**config.mk**
```make
export PLATFORM = sky130hd
export DESIGN_NAME = underserved_mem_arb
export DESIGN_NICKNAME = d
export VERILOG_FILES = /design/src/rtl/underserved_mem_arb.sv
export SDC_FILE = /design/constraint.sdc
export NUM_CORES = 1
export LEC_CHECK = 0
export CAP_MARGIN = 20
export CORE_MARGIN = 3
export CORE_UTILIZATION = 48
export CTS_CLUSTER_SIZE = 20
export DETAILED_ROUTE_END_ITERATION = 8
export PLACE_DENSITY_LB_ADDON = 0.08
export SYNTH_ARGS = -nofsm -noshare
export SYNTH_HDL_FRONTEND = slang
export SYNTH_SLANG_ARGS = --single-unit
```
**constraint.sdc**
```tcl
create_clock -name clk -period 5.2 [get_ports clk]
set_input_delay 0.78 -clock clk [delete_from_list [all_inputs] [get_ports clk]]
set_output_delay 0.78 -clock clk [all_outputs]
set_load 0.005 [all_outputs]
```
**src/rtl/underserved_mem_arb.sv**
```systemverilog
// underserved_mem_arb: shares the SPI flash read port between ibus and dbus reads, with a last-read buffer and timeout
module underserved_mem_arb #(
   parameter int AW      = 24,
   parameter int TIMEOUT = 1024,
   parameter bit BUF_EN  = 1'b1
) (
   input  logic          clk,
   input  logic          rst_n,
   input  logic [31:0]   i_ibus_adr,
   input  logic          i_ibus_cyc,
   output logic [31:0]   o_ibus_rdt,
   output logic          o_ibus_ack,
   input  logic [31:0]   i_dbus_adr,
   input  logic [31:0]   i_dbus_dat,
   input  logic          i_dbus_we,
   input  logic          i_dbus_cyc,
   output logic [31:0]   o_dbus_rdt,
   output logic          o_dbus_ack,
   output logic          o_gpio_stb,
   output logic          o_gpio_dat,
   input  logic          i_gpio_ack,
   output logic          o_mem_valid,
   output logic [AW-1:0] o_mem_addr,
   input  logic          i_mem_ready,
   input  logic [31:0]   i_mem_rdata,
   input  logic          i_flush,
   output logic          o_timeout
);
   localparam int CW = $clog2(TIMEOUT);
   localparam logic [CW-1:0] CNT_MAX = CW'(TIMEOUT - 1);
   localparam logic [1:0] IDLE = 2'd0;
   localparam logic [1:0] MEM  = 2'd1;
   localparam logic [1:0] RESP = 2'd2;

   logic [1:0]    state_q, state_d;
   logic          sel_q, sel_d;
   logic [AW-1:0] addr_q, addr_d;
   logic [31:0]   rsp_q, rsp_d;
   logic [CW-1:0] cnt_q, cnt_d;
   logic          timeout_q, timeout_d;
   logic          buf_valid_q, buf_valid_d;
   logic [AW-1:0] buf_addr_q, buf_addr_d;
   logic [31:0]   buf_data_q, buf_data_d;
   logic          dbus_rd, hit;
   logic [AW-1:0] req_addr;
   logic          unused_ok;

   assign unused_ok   = ^{i_ibus_adr[31:AW], i_ibus_adr[1:0], i_dbus_adr[31:AW], i_dbus_adr[1:0], i_dbus_dat[31:1]};
   assign o_gpio_stb  = i_dbus_cyc & i_dbus_we;
   assign o_gpio_dat  = i_dbus_dat[0];
   assign o_mem_valid = state_q == MEM;
   assign o_mem_addr  = addr_q;
   assign o_ibus_rdt  = rsp_q;
   assign o_dbus_rdt  = rsp_q;
   assign o_timeout   = timeout_q;
   assign o_ibus_ack  = (state_q == RESP) & ~sel_q & i_ibus_cyc;
   assign o_dbus_ack  = o_gpio_stb ? i_gpio_ack : (state_q == RESP) & sel_q & i_dbus_cyc;

   // Pick the pending read (dbus first) and look it up in the last-read buffer
   always_comb begin
      dbus_rd  = i_dbus_cyc & ~i_dbus_we;
      req_addr = dbus_rd ? {i_dbus_adr[AW-1:2], 2'b00} : {i_ibus_adr[AW-1:2], 2'b00};
      hit      = BUF_EN && buf_valid_q && (req_addr == buf_addr_q);
   end

   // Sequencer: IDLE samples a request, MEM waits for flash or the watchdog, RESP acks once
   always_comb begin
      state_d     = state_q;
      sel_d       = sel_q;
      addr_d      = addr_q;
      rsp_d       = rsp_q;
      cnt_d       = cnt_q;
      timeout_d   = timeout_q;
      buf_valid_d = buf_valid_q;
      buf_addr_d  = buf_addr_q;
      buf_data_d  = buf_data_q;
      if (state_q == IDLE) begin
         if (dbus_rd || i_ibus_cyc) begin
            sel_d   = dbus_rd;
            addr_d  = req_addr;
            cnt_d   = '0;
            rsp_d   = hit ? buf_data_q : rsp_q;
            state_d = hit ? RESP : MEM;
         end
      end else if (state_q == MEM) begin
         if (i_mem_ready) begin
            rsp_d       = i_mem_rdata;
            buf_data_d  = i_mem_rdata;
            buf_addr_d  = addr_q;
            buf_valid_d = 1'b1;
            state_d     = RESP;
         end else if (cnt_q == CNT_MAX) begin
            rsp_d     = 32'hFFFF_FFFF;
            timeout_d = 1'b1;
            state_d   = RESP;
         end else begin
            cnt_d = cnt_q + 1'b1;
         end
      end else begin
         state_d = IDLE;
      end
      if (i_flush) buf_valid_d = 1'b0;
   end

   // State registers with synchronous active-low reset
   always_ff @(posedge clk) begin
      if (!rst_n) begin
         state_q     <= IDLE;
         sel_q       <= 1'b0;
         addr_q      <= '0;
         rsp_q       <= '0;
         cnt_q       <= '0;
         timeout_q   <= 1'b0;
         buf_valid_q <= 1'b0;
         buf_addr_q  <= '0;
         buf_data_q  <= '0;
      end else begin
         state_q     <= state_d;
         sel_q       <= sel_d;
         addr_q      <= addr_d;
         rsp_q       <= rsp_d;
         cnt_q       <= cnt_d;
         timeout_q   <= timeout_d;
         buf_valid_q <= buf_valid_d;
         buf_addr_q  <= buf_addr_d;
         buf_data_q  <= buf_data_d;
      end
   end
endmodule

```
==> results.md, run 1 <==
* Cells after synthesis at 740
* Vert. Die Dim at between 100 and 150 µm
* Drt pass-1 iters at 5
* Max_cap viols at 0
* Outcome: completed
* Power Total at 2780 µW
* CP Max Fanout at 32
* Final Cycle Share at 0.799
* Initial antenna violation count at 0
* Type of origin of the critical path: input port
* Max Slew Vio Count at 0
* HP Start: buf_data_q[19]
* GRT Total Usage at 0.265
* DIE AREA at ~14000 µm²
* DPL Wire Length at between 10 and 15 mm
* Maximum vdd ir drop at around 0.25 mV
* Worst hold path type: reg2reg
* Vias per cell at 5.74
* Worst-path clk slew at about 0.050 ns
* Clock Tree Root: clkbuf_16
* RR Startpoint: buf_addr_q[9]
* Asr flop ratio synth at 0
* Reg2reg setup slack at between 2 and 2.5 ns
* I/O Buffers at approximately 170
* Post-synthesis cell area at approximately 5900 µm²
* Clock sink count at between 100 and 150
* Initial core utilization at 0.504
* Setup TNS at 0 ns
* Clock Latency Late Sink at about 0.4 ns
* Slew headroom at 0.263
* Clock Power Share at 0.481
* Crit path capture type: register
* Final Setup Violations at 0
* Ports at 230
* Drt wl/cell at about 18 µm
* Die width at between 100 and 150 µm
* First-pass GRT wire length at about 29 mm
* Reg2reg end: o_dbus_rdt[27]
* Final cell count without fillers at 1029
* Final ANT Viol Nets at 0
* Pin count of the biggest net entering global routing at between 70 and 80
* Placed Area at between 7000 and 8000 µm²
* Switching pwr at 665 µW
* P per Cell Area at ~340 nW/µm²
* Num rows at 39
* Post-CTS setup buffer count at 0
* Syn Area/Cell at 8.01 µm²
* Number of buffers created by CTS at 17
* Hold depth at 2
* Clock buffer depth at 2
* Cts hold-fix bufs at 0
* Hold Crit Endpoint: buf_data_q[19]
* Antenna diode count at 0
* Register bit total from synthesis at 123
* Layout cells sized above 1 at 0.0624
* Routed vias at 5909
* Post-synth EDFFs at 0
* Final nets at 989
* H-tree depth at 4
* Vias in the first global route at slightly below 6000
* Fillers at 948
* Synth-to-layout area growth at 38.0%
* CP arrival at about 4.5 ns
* RD Place Congestion at just under 0.9
* Sw Ratio at 0.240
* Critical path type: in2reg
* RSZ-0062 raised after global routing: false
* Final Skew at just under 0.009 ns
* Global route overflow at 0
* DR iter-0 viols at around 580
* Sequential share of the synthesized area at 0.415
* TritonCTS clock tree: yes
* Fmax achieved at approximately 240 MHz
* Final wirelength at approximately 18 mm
* Post_cts resized at 0
* Placed Cells at 996
* Core area at about 12000 µm²
* Worst Path Required at ~5.5 ns
* Logic pwr share at 0.149
* Final min period at 4.15 ns
* Synth Warn # at 0
* Netlist cell types at 55
* Final hold violations at 0
* Top FF cell, synth: dfxtp_1
* Cells on worst reg2reg path at 8
* Pleak at 0.00274 µW
* Internal Pwr Total at approximately 2100 µW
* Design area at between 8000 and 9000 µm²
* Drt drc at 0
* Slew @ Worst Pin at roughly 1.1 ns
* Seq pwr share at 0.371
[worst max-delay path, cell delays in order]
cell and delay (ns):
clkdlybuf4s50_1 0.51, nor2b_2 0.75, buf_12 0.25, mux2i_1 0.32, o221ai_1 0.17, nor3_1 0.29, and4_1 0.33, a41o_2 0.65
o2111ai_1 0.23, a21oi_1 0.18
[metal layers]
layer / GRT usage / routed length, µm / vias up
li1: - / - / 2808
met4: 0.0971 / 297 / 0
met5: 0 / 0 / -
met3: 0.0694 / 1410 / 31
met2: 0.428 / 8890 / 257
met1: 0.343 / 7660 / 2813
[synth_stat cells (5+ instances only)]
| library cell | number | area (µm²) |
|---|---|---|
| a211oi_1 | 16 | 120 |
| a21oi_1 | 98 | 490 |
| a221oi_1 | 5 | 43.8 |
| a311oi_1 | 7 | 61.3 |
| buf_1 | 8 | 30.0 |
| buf_4 | 35 | 263 |
| buf_6 | 5 | 56.3 |
| clkbuf_1 | 41 | 154 |
| dfxtp_1 | 123 | 2460 |
| inv_1 | 18 | 67.6 |
| mux2i_1 | 11 | 110 |
| nand2_1 | 139 | 522 |
| nand2b_1 | 5 | 31.3 |
| nand3b_1 | 33 | 248 |
| nor2_1 | 44 | 165 |
| nor2b_1 | 5 | 31.3 |
| o2111ai_1 | 32 | 280 |
| o21ai_0 | 10 | 50.1 |
| o21ai_1 | 30 | 150 |
| xnor2_1 | 5 | 43.8 |
| xor2_1 | 6 | 52.6 |
[cells by family after synthesis]
family	count (synthesis)	share of synthesized area
XOR/XNOR	11	0.0163
buffers and inverters	113	0.103
adder cells (fa/ha/maj)	1	0.00211
flip-flops	123	0.415
AND/OR/NAND/NOR	255	0.200
AO/OA/AOI/OAI	223	0.240
multiplexers	13	0.0228
other	1	0.000633
[metrics by stage]
stage	util	hold slack [ns]	setup slack, ns
final	0.696	0.456	1.05
after floorplan	-	0.436	2.44
after detailed placement	0.636	0.447	0.726
after global placement	0.633	0.441	0.734
after global routing	0.696	0.467	0.800
after CTS	0.694	0.455	1.12
[area by class of cell]
type                       instances  area [µm²]  area share
timing repair buffer             185        1870       0.229
inverter                          20        76.3     0.00933
clock buffer                      20         457      0.0558
multi-input combinational        505        2890       0.353
sequential                       123        2460       0.301
tap                              164         205      0.0251
clock inverter                    12         218      0.0266
[worst max-delay path by stage]
stage                     startpoint             end  depth (start not counted)
after floorplan           i_dbus_cyc   o_dbus_rdt[0]                         11
after global placement     i_dbus_we  o_dbus_rdt[16]                         10
after detailed placement   i_dbus_we  o_dbus_rdt[16]                         10
after CTS                 i_dbus_cyc  o_dbus_rdt[27]                         10
after global routing      i_dbus_cyc  o_dbus_rdt[27]                         10
final                     i_dbus_cyc  o_dbus_rdt[27]                         10
[sequential cells by signal (all words and copies together) (netlist names)]
signal       count
cnt_q           10
sel_q            1
buf_valid_q      1
o_mem_addr      22
state_q          2
o_timeout        1
buf_addr_q      22
buf_data_q      32
o_dbus_rdt      32
[placed cells by master (no fill, tap or decap), types with 3 or more instances in the layout]
master,Yosys,layout
buf_12,0,4
a311oi_1,7,7
nand3_1,4,4
nor3_1,4,4
nand4_1,4,4
clkinv_2,0,5
a221oi_1,5,5
mux2i_1,11,11
inv_1,18,18
a21oi_1,98,98
o21ai_0,10,10
clkbuf_16,0,17
nor2_1,44,43
or3_1,4,4
xor2_1,6,6
o2111ai_1,32,32
nand2b_1,5,5
nor2b_1,5,5
buf_4,35,7
o221ai_1,4,4
a211oi_1,16,16
nor4b_1,3,3
xnor2_1,5,5
bufinv_16,0,6
o21ai_1,30,30
a22oi_1,3,3
and2_1,4,3
dfxtp_1,123,123
nand3b_1,33,33
clkdlybuf4s50_1,0,174
o22ai_1,3,3
nand2_1,139,138
[power groups by stage]
stage / clock [µW] / combinational (µW) / sequential, µW
3_5_place_dp: 0 / 408 / 1050
4_1_cts: 1350 / 411 / 1030
6_report: 1330 / 413 / 1030
3_3_place_gp: 0 / 397 / 1050
5_1_grt: 1390 / 448 / 1030
2_1_floorplan: 0 / 213 / 1040
(Power assumes the default switching activity.)
==> inputs of run 2 (changes only) <==
--- a/config.mk
+++ b/config.mk
@@ -7,7 +7,7 @@
 export LEC_CHECK = 0
 export CAP_MARGIN = 20
 export CORE_MARGIN = 3
-export CORE_UTILIZATION = 48
+export CORE_UTILIZATION = 44
 export CTS_CLUSTER_SIZE = 20
 export DETAILED_ROUTE_END_ITERATION = 8
 export PLACE_DENSITY_LB_ADDON = 0.08
==> constraint.sdc (replaced) <==
create_clock -name clk -period 3.9 [get_ports clk]
set_input_delay 0.585 -clock clk [delete_from_list [all_inputs] [get_ports clk]]
set_output_delay 0.585 -clock clk [all_outputs]
set_load 0.005 [all_outputs]
==> results.md, run 2 (synthesized netlist as in run 1, its figures left out) <==
* Post_cts resized at 0 (unchanged)
* Crit path capture type: register (unchanged)
* Hold depth at 2 (unchanged)
* RSZ-0062 raised after global routing: false (unchanged)
* Ports at 230 (unchanged)
* TritonCTS clock tree: yes (unchanged)
* RD Place Congestion at 0.856 (was 0.871)
* Hold Crit Endpoint: buf_data_q[5] (was buf_data_q[19])
* DIE AREA at 14900 µm² (was 13700 µm²)
* RR Startpoint: state_q[0] (was buf_addr_q[9])
* Setup TNS at 0 ns (unchanged)
* P per Cell Area at 419 nW/µm² (was 339 nW/µm²)
* Routed vias at 5850 (was 5909)
* Cts hold-fix bufs at 0 (unchanged)
* Final hold violations at 0 (unchanged)
* Pleak at 0.00270 µW (was 0.00274 µW)
* Number of buffers created by CTS at 17 (unchanged)
* Vert. Die Dim at 122 µm (was 117 µm)
* Slew headroom at 0.343 (was 0.263)
* Final Cycle Share at 0.851
* Switching pwr at 880 µW (was 665 µW)
* Type of origin of the critical path: input port (unchanged)
* Num rows at 41 (was 39)
* Final nets at 993 (was 989)
* CP arrival at 3.63 ns (was 4.48 ns)
* Fmax achieved at 301 MHz
* Die width at 122 µm (was 117 µm)
* Cells on worst reg2reg path at 8 (unchanged)
* Final wirelength at 18.0 mm (was 18.3 mm)
* Clock Latency Late Sink at 0.42 ns (was 0.41 ns)
* Synth-to-layout area growth at 36.5% (was 38.0%)
* Global route overflow at 0 (unchanged)
* Clock Power Share at 0.432 (was 0.481)
* WHS at 0.452 ns (was 0.456 ns)
* HP Start: buf_data_q[5] (was buf_data_q[19])
* Maximum vdd ir drop at 0.311 mV (was 0.251 mV)
* Drt wl/cell at 17.3 µm (was 17.7 µm)
* Internal Pwr Total at 2510 µW (was 2110 µW)
* Final Skew at 0.00920 ns (was 0.00873 ns)
* Worst-path clk slew at 0.05 ns (about the same)
* Sw Ratio at 0.260 (was 0.240)
* Core area at 12900 µm² (was 11800 µm²)
* First-pass GRT wire length at 28.9 mm (was 28.5 mm)
* Initial antenna violation count at 0 (unchanged)
* Final ANT Viol Nets at 0 (unchanged)
* Layout cells sized above 1 at 0.0633 (was 0.0624)
* Pin count of the biggest net entering global routing at 65 (was 76)
* CP Max Fanout at 32 (unchanged)
* Clock sink count at 123 (unchanged)
* Placed Area at 7540 µm² (was 7480 µm²)
* Commonest non-fill, non-tap cell in the layout: clkdlybuf4s50_1 (unchanged)
* Post-CTS setup buffer count at 0 (unchanged)
* Final Setup Violations at 0 (unchanged)
* Drt pass-1 iters at 5 (unchanged)
* H-tree depth at 4 (unchanged)
* Logic pwr share at 0.162 (was 0.149)
* Design area at 8090 µm² (was 8180 µm²)
* Clock buffer depth at 2 (unchanged)
* Reg2reg end: cnt_q[9] (was o_dbus_rdt[27])
* GRT Total Usage at 0.243 (was 0.265)
* Critical path type: in2reg (unchanged)
* Seq pwr share at 0.406 (was 0.371)
* Commonest cells after routing, fill and taps aside: clkdlybuf4s50_1 (174), nand2_1 (138), dfxtp_1 (123) (unchanged)
* Initial core utilization at 0.460 (was 0.504)
* Final min period at roughly 3.3 ns
* Slew @ Worst Pin at 0.986 ns (was 1.10 ns)
* I/O Buffers at 174 (unchanged)
* Max Slew Vio Count at 0 (unchanged)
* Clock Tree Root: clkbuf_16 (unchanged)
* Drt drc at 0 (unchanged)
* Outcome: completed (unchanged)
* DPL Wire Length at 12.1 mm (about the same)
* Antenna diode count at 0 (unchanged)
* Worst Path Required at 4.22 ns (was 5.53 ns)
* DR iter-0 viols at 548 (was 577)
* Worst hold path type: reg2reg (unchanged)
* Vias per cell at 5.62 (was 5.74)
* Vias in the first global route at 5710 (was 5879)
* Max_cap viols at 0 (unchanged)
* Reg2reg setup slack at 1.35 ns (was 2.19 ns)
-- run 2: metrics by stage --
stage	total power, µW	setup slack (ns)	utilization	cells
6_report	3390	0.583	0.629	1041
5_1_grt	3530	0.426	0.629	1041
4_1_cts	3410	0.611	0.629	1041
3_5_place_dp	1950	0.181	0.586	1009
3_3_place_gp	1930	0.218	0.584	1008
2_1_floorplan	1670	1.34	-	741
-- run 2: worst max-delay path by stage --
stage | from | to | slack (ns) | depth (start not counted)
finish | i_dbus_we | o_dbus_rdt[20] | 0.58 | 11
global route | i_dbus_we | o_dbus_rdt[20] | 0.43 | 11
CTS | i_dbus_we | o_dbus_rdt[20] | 0.61 | 11
detailed placement | i_dbus_we | o_dbus_rdt[20] | 0.18 | 11
global placement | i_dbus_we | o_dbus_rdt[18] | 0.22 | 11
floorplan | i_dbus_cyc | o_dbus_rdt[0] | 1.34 | 11
-- run 2: metal layers --
| layer | share of wire | global-route usage | routed length (µm) | vias up |
|---|---|---|---|---|
| met2 | 0.48 | 0.397 | 8680 | 203 |
| met3 | 0.066 | 0.0636 | 1180 | 8 |
| met5 | 0 | 0 | 0 | - |
| met4 | 0.0067 | 0.0651 | 121 | 0 |
| li1 | - | - | - | 2813 |
| met1 | 0.45 | 0.321 | 8030 | 2826 |
-- run 2: power groups by stage --
| stage | Clock [µW] | Combinational, µW | Sequential (µW) |
|---|---|---|---|
| finish | 1460 | 548 | 1380 |
| global placement | 0 | 533 | 1400 |
| detailed placement | 0 | 544 | 1400 |
| CTS | 1480 | 547 | 1380 |
| global route | 1550 | 594 | 1380 |
| floorplan | 0 | 284 | 1390 |
-- run 2: area by class of cell --
class / instances / area [µm²]
fillers: 1119 / 4780
multi-input cells: 505 / 2890
flip-flops and latches: 123 / 2460
repair buffers: 189 / 1900
clock buffers: 24 / 482
well taps: 172 / 215
inverters: 20 / 76.3
clock inverters: 8 / 67.6
-- run 2: worst max-delay path, cell delays in order --
cell and delay, ns:
clkdlybuf4s50_1 0.57, nor2b_2 0.22, buf_12 0.23, mux2i_2 0.30, xnor2_1 0.13, a221o_1 0.33, a2111oi_4 0.43, a41o_2 0.28
buf_12 0.20, o2111ai_1 0.14, a21oi_1 0.18
